File: src/rtl/pingpong_stream_writer.sv
// ============================================================================
// pingpong_stream_writer : packs a valid/ready byte stream into alternating
// frames across two RAM banks with a full/release handoff to the reader.
// Revision : 1.0
// ============================================================================
`default_nettype none

module pingpong_stream_writer #(
  parameter int DATA_W = 8,
  parameter int ADDR_W = 5,
  parameter int DEPTH  = 32
) (
  input  logic              clk,
  input  logic              reset,
  input  logic              in_valid,
  input  logic [DATA_W-1:0] in_data,
  input  logic              in_last,
  output logic              in_ready,
  output logic              ram1_write_en,
  output logic [ADDR_W-1:0] ram1_write_address,
  output logic [DATA_W-1:0] ram1_write_data,
  output logic              ram2_write_en,
  output logic [ADDR_W-1:0] ram2_write_address,
  output logic [DATA_W-1:0] ram2_write_data,
  output logic [1:0]        bank_full,
  output logic [ADDR_W:0]   bank_len0,
  output logic [ADDR_W:0]   bank_len1,
  input  logic [1:0]        bank_release,
  output logic              release_err
);

  typedef enum logic [0:0] {
    ST_WRITE = 1'b0,
    ST_WAIT  = 1'b1
  } state_t;

  localparam logic [ADDR_W-1:0] LAST_ADDR = ADDR_W'(DEPTH - 1);

  state_t              state_q, state_d;
  logic                ready_q, ready_d;
  logic                wr_bank_q, wr_bank_d;
  logic [ADDR_W-1:0]   wr_addr_q, wr_addr_d;
  logic [1:0]          full_q, full_d;
  logic [ADDR_W:0]     len0_q, len0_d;
  logic [ADDR_W:0]     len1_q, len1_d;
  logic                err_q, err_d;
  logic                wen1_q, wen1_d;
  logic [ADDR_W-1:0]   waddr1_q, waddr1_d;
  logic [DATA_W-1:0]   wdata1_q, wdata1_d;
  logic                wen2_q, wen2_d;
  logic [ADDR_W-1:0]   waddr2_q, waddr2_d;
  logic [DATA_W-1:0]   wdata2_q, wdata2_d;

  logic                accept;
  logic                close;
  logic [1:0]          full_rel;
  logic [ADDR_W:0]     frame_len;

  assign accept    = in_valid & ready_q;
  assign close     = accept & ((wr_addr_q == LAST_ADDR) | in_last);
  assign full_rel  = full_q & ~bank_release;
  assign frame_len = {1'b0, wr_addr_q} + (ADDR_W+1)'(1);

  always_comb begin
    state_d  = state_q;
    wr_bank_d = wr_bank_q;
    wr_addr_d = wr_addr_q;
    full_d   = full_rel;
    len0_d   = len0_q;
    len1_d   = len1_q;
    err_d    = err_q | (|(bank_release & ~full_q));
    wen1_d   = 1'b0;
    waddr1_d = waddr1_q;
    wdata1_d = wdata1_q;
    wen2_d   = 1'b0;
    waddr2_d = waddr2_q;
    wdata2_d = wdata2_q;

    if (accept) begin
      if (!wr_bank_q) begin
        wen1_d   = 1'b1;
        waddr1_d = wr_addr_q;
        wdata1_d = in_data;
      end else begin
        wen2_d   = 1'b1;
        waddr2_d = wr_addr_q;
        wdata2_d = in_data;
      end
    end

    if (close) begin
      full_d[wr_bank_q] = 1'b1;
      if (!wr_bank_q) len0_d = frame_len;
      else            len1_d = frame_len;
      wr_addr_d = '0;
      wr_bank_d = ~wr_bank_q;
    end else if (accept) begin
      wr_addr_d = wr_addr_q + ADDR_W'(1);
    end

    // Stall only if the bank we are about to fill is still held by the reader.
    case (state_q)
      ST_WRITE: if (close && full_rel[~wr_bank_q]) state_d = ST_WAIT;
      ST_WAIT:  if (bank_release[wr_bank_q])       state_d = ST_WRITE;
      default:  state_d = ST_WRITE;
    endcase

    ready_d = (state_d == ST_WRITE);
  end

  always_ff @(posedge clk) begin
    if (reset) begin
      state_q   <= ST_WRITE;
      ready_q   <= 1'b0;
      wr_bank_q <= 1'b0;
      wr_addr_q <= '0;
      full_q    <= '0;
      len0_q    <= '0;
      len1_q    <= '0;
      err_q     <= 1'b0;
      wen1_q    <= 1'b0;
      waddr1_q  <= '0;
      wdata1_q  <= '0;
      wen2_q    <= 1'b0;
      waddr2_q  <= '0;
      wdata2_q  <= '0;
    end else begin
      state_q   <= state_d;
      ready_q   <= ready_d;
      wr_bank_q <= wr_bank_d;
      wr_addr_q <= wr_addr_d;
      full_q    <= full_d;
      len0_q    <= len0_d;
      len1_q    <= len1_d;
      err_q     <= err_d;
      wen1_q    <= wen1_d;
      waddr1_q  <= waddr1_d;
      wdata1_q  <= wdata1_d;
      wen2_q    <= wen2_d;
      waddr2_q  <= waddr2_d;
      wdata2_q  <= wdata2_d;
    end
  end

  assign in_ready           = ready_q;
  assign ram1_write_en      = wen1_q;
  assign ram1_write_address = waddr1_q;
  assign ram1_write_data    = wdata1_q;
  assign ram2_write_en      = wen2_q;
  assign ram2_write_address = waddr2_q;
  assign ram2_write_data    = wdata2_q;
  assign bank_full          = full_q;
  assign bank_len0          = len0_q;
  assign bank_len1          = len1_q;
  assign release_err        = err_q;

endmodule

`default_nettype wire

File: config.mk
export PLATFORM = sky130hd
export DESIGN_NAME = pingpong_stream_writer
export DESIGN_NICKNAME = d
export VERILOG_FILES = /design/src/rtl/pingpong_stream_writer.sv
export SDC_FILE = /design/constraint.sdc
export NUM_CORES = 1
export LEC_CHECK = 0
export CAP_MARGIN = 20
export CORE_MARGIN = 2
export CORE_UTILIZATION = 46
export CTS_BUF_LIST = sky130_fd_sc_hd__clkbuf_16
export DETAILED_ROUTE_END_ITERATION = 16
export MAX_ROUTING_LAYER = met4
export PLACE_DENSITY = 0.78
export SLEW_MARGIN = 20
export SYNTH_ARGS = -nofsm -noshare
export SYNTH_HDL_FRONTEND = slang
export SYNTH_SLANG_ARGS = --single-unit
File: constraint.sdc
create_clock -name clk -period 2.2 [get_ports clk]
set_clock_uncertainty 0.15 [all_clocks]
set_input_delay 0.22 -clock clk [delete_from_list [all_inputs] [get_ports clk]]
set_output_delay 0.22 -clock clk [all_outputs]
set_load 0.05 [all_outputs]
; ---- Word-level counts from Yosys, hierarchy flattened
; Cells that the tools add are included.
[totals]
register_bits = 51
inputBits = 14
out_inout_bits = 44
[classes]
add_sub_neg = 2
magnitude_cmp = 3
n_eq_ne = 1
muxes = 12
bitwise = 13
n_reduce_logical = 9
[op_table]
columns = operator, n
row1 = $mux W1, 9
row2 = $reduce_and A2 Y1, 4
row3 = $add A5 B1 Y6 const B, 1
row4 = $reduce_or A2 Y1, 3
row5 = $add A5 B1 Y5 const B, 1
row6 = $eq A5 B5 Y1 const B, 1
row7 = $and A2 B2 Y2, 2
row8 = $lt A1 B2 Y1 const B, 2
row9 = $not A1 Y1, 4
row10 = $not A2 Y2, 2
row11 = $and A1 B1 Y1, 2
row12 = $logic_and A1 B1 Y1, 2
row13 = $mux W2, 1
row14 = $or A1 B1 Y1, 2
row15 = $or A2 B2 Y2, 1
row16 = $pmux W1 S2, 1
row17 = $demux W1 S1, 1
row18 = $ge A1 B1 Y1 const B, 1

; ---- Depth between registers and ports, before layout
; Gate-level depths: netlist of the first run.
[logic_depth]
word_depth = 8
ltp_mapped = 7

; ---- Worst setup path before layout of the first run
; OpenSTA, ideal clock, no wires.
[synth_path]
kind = register -> register
start = register wr_addr_q[0]
end = register len0_q[5], in the netlist bank_len0[5]
setup_ns = 0.070
arrival_ns = 1.676
slack_ns = 0.303
path_stages_with_launch = 7
path_buffers = 0
cell_sequence = dfxtp_1 > ha_1 > and3_1 > ha_1 > nor2_1 > or4_1 > a21oi_1
[synth_via]
elab_chain_len = 4
elab_cells_between_ends = 5
classes_between = 1 x add/sub / 1 x eq/ne / 2 x bitwise / 1 x reduce/logical
[synth_lines]
columns = element, line
row1 = start: declaration, 42  ; logic [ADDR_W-1:0] wr_addr_q, wr_addr_d;
row2 = start signal: assignment, 131  ; wr_addr_q <= wr_addr_d;
row3 = $eq A5 B5 Y1, 60  ; assign close = accept & ((wr_addr_q == LAST_ADDR) | in_last);
row4 = $or A1 B1 Y1, 60
row5 = $and A1 B1 Y1, 60
row6 = $reduce_and A2 Y1 (no line), -
row7 = end signal: assignment, 133  ; len0_q <= len0_d;
row8 = end: declaration, 44  ; logic [ADDR_W:0] len0_q, len0_d;
; Parallel ways exist; a longest one is shown, timed or not.
; A chain may end at the register's enable or synchronous reset.

; ---- Worst setup path after layout of the first run
[layout_path]
start = register wr_addr_q[1]
end = register len0_q[5], in the netlist bank_len0[5]
; The elaborated chain is that of the path after synthesis.

==> out/results.txt, run 1 <==
Pwr Total - 0.002031 W
Sink Count - 51
initial antenna violation count - 0
Reg power frac - 47.1%
synthesized flop and latch total - 51
maximum clock insertion buffer count - 2
RSZ-0062 raised after global routing - false
DRC violations left - 0
CTS root buf - clkbuf_16
RD Place Congestion - 0.8746
Critical Path RT - 2.27 ns
status - finished, final reports clean
CTS clk-pin slew, worst paths - 0.07 ns
MaxCap Viol Count - 0
fin crit share - 91.52%
Pwr Density - 737.6 nW/um^2
Crit Path Class - flop to flop
cell count after synthesis - 227
top-area cell type share of the netlist area - 52.92%
area of the multi-input gates - 834.6 sq um
post-DP HPWL - 3280 microns
Tmin final - 2.013 ns
Worst-Skew Late Latency - 0.29 ns
TNS Setup - 0 ns
TritonCTS buffer count - 5
ANT nets after route - 0
I/O Buffers - 57
final setup vio count - 0
die area - 4728 sq um
number of flops mapped to enable cells by yosys - 0
Iter 0 DRT Violations - 124
combinational share of power - 10.8%
FILL cells - 324
via count of the first global-routing pass - 1,585
Clock Power Share - 42.1%
Slew @ Worst Pin - 0.5222 ns
CTS tree - yes
core area - 4029 sq um
post-synthesis cell type count - 33
min setup slack post-route - 0.1865 ns
die height - 68.76 microns
Max Freq - 496.7 MHz
asr flop ratio synth - 0%
Slew HR - 65.08%
VDD IR max - 453.1 uV
Top FF cell, synth - dfxtp_1
Top Ports - 58
TritonRoute pass-1 iters - 4
Yosys Warn Count - 0
Mean Syn Cell Area - 8.499 sq um
# rows - 23
WL final - 4637 microns
fin. max-slew vios - 0
CP startpoint kind - flop
fin area - 2754 sq um
largest area contributor in the netlist - dfxtp_1
placed inst area - 2576 sq um
P_int - 0.001558 W
first-pass GRT wire length - 7320 microns
Hold WC Path Type - flop to flop
initial core utilization - 47.89%
gr usage total - 21.52%
DR vias/cell - 5.130
largest net degree at the start of global routing - 21
Seq/Total Area, Yosys - 52.92%
GR Overflow Total - 0
post-synth net total - 243
Final Net Count - 304
leakage power - 0.9567 nW
fin util - 68.35%
Sw Share - 23.29%
hold violation count in the final report - 0
ant diodes - 0
main area contributors after synthesis - dfxtp_1, nand2_1, a21oi_1
Post-Syn Area - 1929 sq um
Area Overhead vs Synth - 42.74%
synth cell count leaders - nand2_1, dfxtp_1, a21oi_1
DR WL/cell - 13.72 microns
die extent in x - 68.76 microns
FF/Latch Area - 1021 sq um
cts hold-fix bufs - 0
via count - 1,734
Arr. time, crit path - 2.08 ns
CP Max Fanout - 5
top-count cell post-synth - nand2_1
NetSw - 0.0004730 W
H-tree Lvls - 2
CP endpoint kind - flop
DP Worst Slack - 0.2195 ns
share of layout cells above drive strength 1 - 8.681%
## worst max-delay path, stage by stage, from the launching register on
cell     delay (ns)
dfxtp_1        0.40
ha_2           0.23
and3_1         0.17
ha_1           0.23
nor2_1         0.10
or4_1          0.52
a21oi_1        0.15
## sequential cells by signal, summed over array words and instances (netlist names)
signal / flops
ram1_write_data: 8
ram2_write_data: 8
bank_len0: 6
bank_len1: 6
ram1_write_address: 5
ram2_write_address: 5
wr_addr_q: 5
bank_full: 2
in_ready: 1
ram1_write_en: 1
ram2_write_en: 1
release_err: 1
state_q: 1
wr_bank_q: 1
## path summary, 6_finish.rpt
path,startpoint,end,slack (ns),cells past startpoint
worst max-delay path,wr_addr_q[1]$_SDFFE_PP0N_,bank_len0[5]$_SDFFE_PP0P_,0.19,6
worst min-delay path,ram2_write_data[2]$_SDFFE_PP0P_,ram2_write_data[2]$_SDFFE_PP0P_,0.30,2
worst max register to register,wr_addr_q[1]$_SDFFE_PP0N_,bank_len0[5]$_SDFFE_PP0P_,0.19,6
worst min register to register,ram2_write_data[2]$_SDFFE_PP0P_,ram2_write_data[2]$_SDFFE_PP0P_,0.30,2
## cells by family (layout without fill, tap and decap cells)
family	after synthesis	after routing	synth area share, %
AOI/OAI and AO/OA	57	57	16.80
xor gates and xnor gates	4	4	1.816
adders and majority gates	2	2	1.297
buffers and inverters	16	77	4.215
DFF	51	51	52.92
muxes	1	1	0.5188
and+or+nand+nor	96	96	22.44
## placed cells by master (no fill, tap or decap)
cell | synthesis | final
a211o_1 | 1 | 1
a211oi_1 | 5 | 4
a211oi_2 | 0 | 1
a21oi_1 | 43 | 43
a221oi_1 | 1 | 1
and3_1 | 1 | 1
and3_2 | 1 | 1
and3b_1 | 1 | 1
and3b_2 | 1 | 1
buf_12 | 0 | 1
buf_4 | 3 | 10
bufinv_16 | 0 | 1
clkbuf_16 | 0 | 5
clkdlybuf4s50_1 | 0 | 57
clkinvlp_4 | 0 | 1
dfxtp_1 | 51 | 51
ha_1 | 2 | 1
ha_2 | 0 | 1
inv_1 | 2 | 2
mux2i_1 | 1 | 1
nand2_1 | 65 | 65
nand2b_1 | 4 | 4
nand3_1 | 7 | 7
nand3b_1 | 1 | 1
nand3b_4 | 1 | 1
nor2_1 | 9 | 9
o2111a_1 | 1 | 1
o2111ai_2 | 1 | 1
o211ai_1 | 1 | 1
o21ai_0 | 4 | 4
or2_2 | 1 | 1
or3_1 | 2 | 2
or3b_1 | 1 | 1
or4_1 | 1 | 1
xnor2_1 | 1 | 1
xor2_1 | 3 | 3
## power by group through the flow
stage	Combinational, W	Clock, W	Sequential [W]
after floorplan	0.0000716	0	0.00104
after global placement	0.000215	0	0.000977
after detailed placement	0.000216	0	0.000977
after CTS	0.000218	0.000869	0.000957
after global routing	0.000235	0.000900	0.000959
final	0.000220	0.000855	0.000957
## layout make-up
class	instances	area share, %
Timing Repair Buffer	68	24.17
Clock inverter	2	1.363
Multi-Input combinational cell	160	30.30
Sequential cell	51	37.07
Tap cell	50	2.272
Inverter	2	0.2726
Clock buffer	5	4.543
## through the flow
step / instances / hold WS (ns)
3_5_place_dp: 330 / 0.2985
2_1_floorplan: 227 / 0.2060
4_1_cts: 337 / 0.3080
3_3_place_gp: 330 / 0.2902
5_1_grt: 338 / 0.3248
6_report: 338 / 0.3036
## timing repair
action	in CTS	in global routing
gates resized for setup	0	2
endpoints found under the setup margin	0	3
setup buffers	0	1
## metal layers
layer / track usage (%) / vias up / share of wire (%)
met2: 34.13 / 43 / 48
met3: 5.519 / 9 / 5.1
met5: - / - / 0
met1: 25.91 / 796 / 45
met4: 9.314 / 0 / 1.9
li1: - / 886 / -
Power figures use the tool's default switching activity.
==> inputs of run 2 (changes only) <==
Settings changed: CELL_PAD_IN_SITES_DETAIL_PLACEMENT set to 0, CELL_PAD_IN_SITES_GLOBAL_PLACEMENT set to 1, CORE_UTILIZATION 46 to 33, MAX_ROUTING_LAYER met4 to unset, PLACE_DENSITY 0.78 to unset, PLACE_DENSITY_LB_ADDON set to 0.1, SETUP_SLACK_MARGIN set to 0.3.
==> out/results.txt, run 2 (same netlist as run 1, synthesis figures left out) <==
ANT nets after route - 0
via count - 1,751
final setup vio count - 0
DR WL/cell - 14.05 microns
Slew @ Worst Pin - 0.5284 ns
commonest non-fill, non-tap cell in the layout - nand2_1
ant diodes - 0
via count of the first global-routing pass - 1,642
placed cells - 353
RR Endpoint - bank_len0[5]$_SDFFE_PP0P_
leakage power - 0.9973 nW
largest net degree at the start of global routing - 25
FILL cells - 545
Hold WC Path Type - flop to flop
worst path buffer plus inverter count - 1
Top Ports - 58
TNS Setup - 0 ns
# rows - 27
max incr delay on CP - 0.82 ns
CTS clk-pin slew, worst paths - 0.06 ns
CTS tree - yes
post-DP HPWL - 3551 microns
initial antenna violation count - 0
DR vias/cell - 4.784
DRC violations left - 0
Final Net Count - 309
WL final - 5142 microns
Non-Filler Instances - 366
CP Max Fanout - 4
RD Place Congestion - 0.7565
die area - 6474 sq um
core area - 5574 sq um
RSZ-0062 raised after global routing - false
Tmin final - 1.843 ns
Sink Count - 51
Worst-Skew Late Latency - 0.28 ns
die height - 80.46 microns
fin crit share - 83.78%
MaxCap Viol Count - 0
cts hold-fix bufs - 0
fin. max-slew vios - 0
share of layout cells above drive strength 1 - 13.61%
gr usage total - 16.59%
slowest cell on the critical path - clkdlybuf4s50_1
Slew HR - 64.67%
die extent in x - 80.46 microns
H-tree Lvls - 2
Worst Reg2Reg Path Length in Cells - 6
status - finished, final reports clean
I/O Buffers - 57
CP startpoint kind - flop
maximum clock insertion buffer count - 2
Arr. time, crit path - 1.47 ns
terminating pin of the worst hold path - ram1_write_data[3]$_SDFFE_PP0P_
first-pass GRT wire length - 8176 microns
Critical Path, Cell by Cell - clkdlybuf4s50_1
setup slack, reg-to-reg - 0.40 ns
CTS root buf - clkbuf_16
VDD IR max - 456.2 uV
GR Overflow Total - 0
Max Freq - 542.5 MHz
reg2reg start - wr_addr_q[0]$_SDFFE_PP0N_
Worst Hold Launch - ram1_write_data[3]$_SDFFE_PP0P_
Pwr Density - 712.8 nW/um^2
most frequent cells in the layout - nand2_1, clkdlybuf4s50_1, dfxtp_1
Area Overhead vs Synth - 48.44%
TritonCTS buffer count - 5
Iter 0 DRT Violations - 62
CP endpoint kind - output port
largest delay contributor family on the critical path - buffers and inverters
Crit Path Class - flop to output port
initial core utilization - 34.61%
hold violation count in the final report - 0
TritonRoute pass-1 iters - 4
worst hold stages - 2
Critical Path RT - 1.83 ns
## run 2: cell types whose count changed in the layout (fill, tap and decap cells not counted), sizes merged
cell / delta
dlymetal6s2s: +1
buf: +6
clkdlybuf4s50: -2
clkinv: +2
clkinvlp: -1
## run 2: timing repair
item,4_1_cts,5_1_grt
resized for setup,6,11
pin swaps,1,3
endpoints found under the setup margin,14,12
buffers inserted,1,4
## run 2: power breakdown
part	internal, W	total, W	leakage [nW]	switching, W
combinational	0.0000882	0.000225	0.501	0.000137
clock	0.000531	0.000856	0.0812	0.000325
sequential	0.000943	0.000961	0.415	0.0000182
total	0.00156	0.00204	0.997	0.000480
## run 2: routing by layer
metal  wire length (microns)  track usage, %  vias to the layer above
li1                        -               -                      896
met1                    2346           22.42                      812
met2                    2528           26.33                       37
met3                     219           4.382                        6
met4                      47           4.068                        0
met5                       0               0                        -
## run 2: final cells by class
type | count | area (sq um) | area share, %
well taps | 72 | 90.09 | 3.145
multi-input cells | 160 | 880.8 | 30.76
inverters | 2 | 7.507 | 0.2621
flip-flops and latches | 51 | 1027 | 35.87
clock inverters | 3 | 38.79 | 1.354
clock buffers | 5 | 125.1 | 4.369
repair buffers | 73 | 694.4 | 24.25
## run 2: worst max path at each step
stage / startpoint / end / slack, ns / cells after the start
2_1_floorplan: wr_addr_q[0]$_SDFFE_PP0N_ / bank_len0[5]$_SDFFE_PP0P_ / 0.30 / 6
3_3_place_gp: wr_addr_q[1]$_SDFFE_PP0N_ / wr_addr_q[3]$_SDFFE_PP0N_ / 0.26 / 6
3_5_place_dp: wr_addr_q[1]$_SDFFE_PP0N_ / wr_addr_q[3]$_SDFFE_PP0N_ / 0.20 / 6
4_1_cts: bank_full[0]$_SDFF_PP0_ / bank_full[0] / 0.32 / 1
5_1_grt: wr_addr_q[0]$_SDFFE_PP0N_ / bank_len0[5]$_SDFFE_PP0P_ / 0.30 / 6
6_report: bank_full[1]$_SDFF_PP0_ / bank_full[1] / 0.36 / 1
## run 2: worst register-to-register path: cells and delay by family (launching register included)
kind	cells	cell delay, ns
flip-flops	1	0.37
AND/OR/NAND/NOR	3	0.78
AO/OA/AOI/OAI	1	0.13
adder cells (fa/ha/maj)	2	0.31
## run 2: metrics by stage
stage                     setup WS (ns)  cell area (sq um)  hold WS (ns)  utilization (%)  total power (W)
after global routing             0.2971               2864        0.3255            51.38         0.002128
after CTS                        0.3231               2793        0.3064            50.10         0.002049
final                            0.3567               2864        0.3015            51.38         0.002041
after floorplan                  0.3032               1929        0.2060                -         0.001108
after detailed placement         0.1981               2596        0.2973            46.58         0.001196
after global placement           0.2594               2596        0.2932            46.58         0.001195
==> inputs of run 3 (changes only) <==
Clock period 2.2 ns to 1.85 ns, I/O delays scaled along.
==> out/results.txt, run 3 (same netlist as run 1, synthesis figures left out) <==
ANT nets after route - 0
RD Place Congestion - 0.7907
die extent in x - 80.46 microns
H-tree Lvls - 2
hold violation count in the final report - 0
Pwr Density - 778.9 nW/um^2
TritonRoute pass-1 iters - 4
CP startpoint kind - flop
Worst-Skew Late Latency - 0.29 ns
leakage power - 1.211 nW
first-pass GRT wire length - 8004 microns
initial antenna violation count - 0
CTS tree - yes
Sw Share - 25.48%
Pwr Total - 0.002315 W
Reg power frac - 49.4%
P_int - 0.001725 W
post-DP HPWL - 3440 microns
CP endpoint kind - flop
fin area - 2972 sq um
DRC violations left - 0
DR WL/cell - 13.42 microns
ant diodes - 0
core area - 5574 sq um
Max Freq - 578.6 MHz
NetSw - 0.0005899 W
placed inst area - 2670 sq um
Tmin final - 1.728 ns
Clock Power Share - 38.5%
Critical Path RT - 1.87 ns
combinational share of power - 12.1%
die area - 6474 sq um
I/O Buffers - 57
initial core utilization - 34.61%
CP Max Fanout - 7
WL final - 5073 microns
CTS root buf - clkbuf_16
TNS Setup - 0 ns
via count of the first global-routing pass - 1,671
gr usage total - 16.25%
cts hold-fix bufs - 0
Crit Path Class - flop to flop
RSZ-0062 raised after global routing - true
via count - 1,799
Final Net Count - 321
Non-Filler Instances - 378
MaxCap Viol Count - 0
Arr. time, crit path - 1.74 ns
Slew HR - 66.88%
fin util - 53.31%
placed cells - 360
DR vias/cell - 4.759
Hold WC Path Type - input pin to flop
commonest non-fill, non-tap cell in the layout - nand2_1
Iter 0 DRT Violations - 42
share of layout cells above drive strength 1 - 31.70%
VDD IR max - 406.3 uV
fin crit share - 93.43%
Top Ports - 58
GR Overflow Total - 0
status - finished, final reports clean
# rows - 27
die height - 80.46 microns
largest net degree at the start of global routing - 24
final setup vio count - 0
CTS clk-pin slew, worst paths - 0.07 ns
maximum clock insertion buffer count - 2
Sink Count - 51
Area Overhead vs Synth - 54.02%
Slew @ Worst Pin - 0.4987 ns
fin. max-slew vios - 0
most frequent cells in the layout - nand2_1, dfxtp_1, buf_4
TritonCTS buffer count - 5
[run 3: changes by cell type in the layout (fill, tap and decap cells not counted), moves of 3 or more]
cell | before | now
nand2_1 | 65 | 60
a21oi_2 | 2 | 14
buf_4 | 16 | 43
nor2_1 | 7 | 4
dlygate4sd2_1 | 0 | 25
a21oi_1 | 40 | 29
clkdlybuf4s50_1 | 55 | 12
nand2_2 | 0 | 4
[run 3: final cells by class]
cell class / count / area (sq um)
Fill cell: 531 / 2603
Sequential cell: 51 / 1032
Multi-Input combinational cell: 160 / 991.0
Timing Repair Buffer: 85 / 710.7
Clock buffer: 5 / 125.1
Tap cell: 72 / 90.09
Clock inverter: 3 / 15.01
Inverter: 2 / 7.507
[run 3: power groups by stage]
stage                     Combinational (W)  Sequential (W)  Clock [W]
after detailed placement           0.000264         0.00117          0
final                              0.000280         0.00114   0.000892
after global placement             0.000265         0.00117          0
after CTS                          0.000268         0.00114   0.000912
after global routing               0.000299         0.00114   0.000968
after floorplan                   0.0000934         0.00123          0
[run 3: path summary, 6_finish.rpt]
path	cells past startpoint	startpoint	endpoint	slack (ns)
max	7	wr_addr_q[0]$_SDFFE_PP0N_	bank_len1[3]$_SDFFE_PP0P_	0.12
min	2	reset	in_ready$_SDFF_PP0_	0.07
max reg2reg	7	wr_addr_q[0]$_SDFFE_PP0N_	bank_len1[3]$_SDFFE_PP0P_	0.12
min reg2reg	2	ram1_write_data[7]$_SDFFE_PP0P_	ram1_write_data[7]$_SDFFE_PP0P_	0.30
[run 3: critical path, stage by stage, from the launching register on]
cell and delay (ns):
dfxtp_4 0.35, ha_4 0.15, and3_4 0.18, ha_4 0.16, buf_6 0.12, o2111a_2 0.33, nor2_2 0.14, a211oi_2 0.04
[run 3: per-layer routing]
layer	vias to the layer above	part of all wire [%]	track usage (%)
li1	921	-	-
met1	833	47	21.16
met2	38	47	25.92
met3	7	4.4	3.034
met4	0	1.8	7.627
met5	-	0	0
[run 3: through the flow]
stage / hold WS [ns] / worst slack, ns
after floorplan: 0.1710 / 0.1849
after global placement: 0.2930 / 0.05382
after detailed placement: 0.2973 / 0.05637
after CTS: 0.07122 / 0.1330
after global routing: 0.07315 / 0.06978
final: 0.06669 / 0.1215
[run 3: timing repair]
action,in CTS,in global routing
pin swaps,17,8
buffers inserted,4,6
endpoints found under the hold margin,0,0
setup endpoints to repair,48,48
resized for setup,48,13
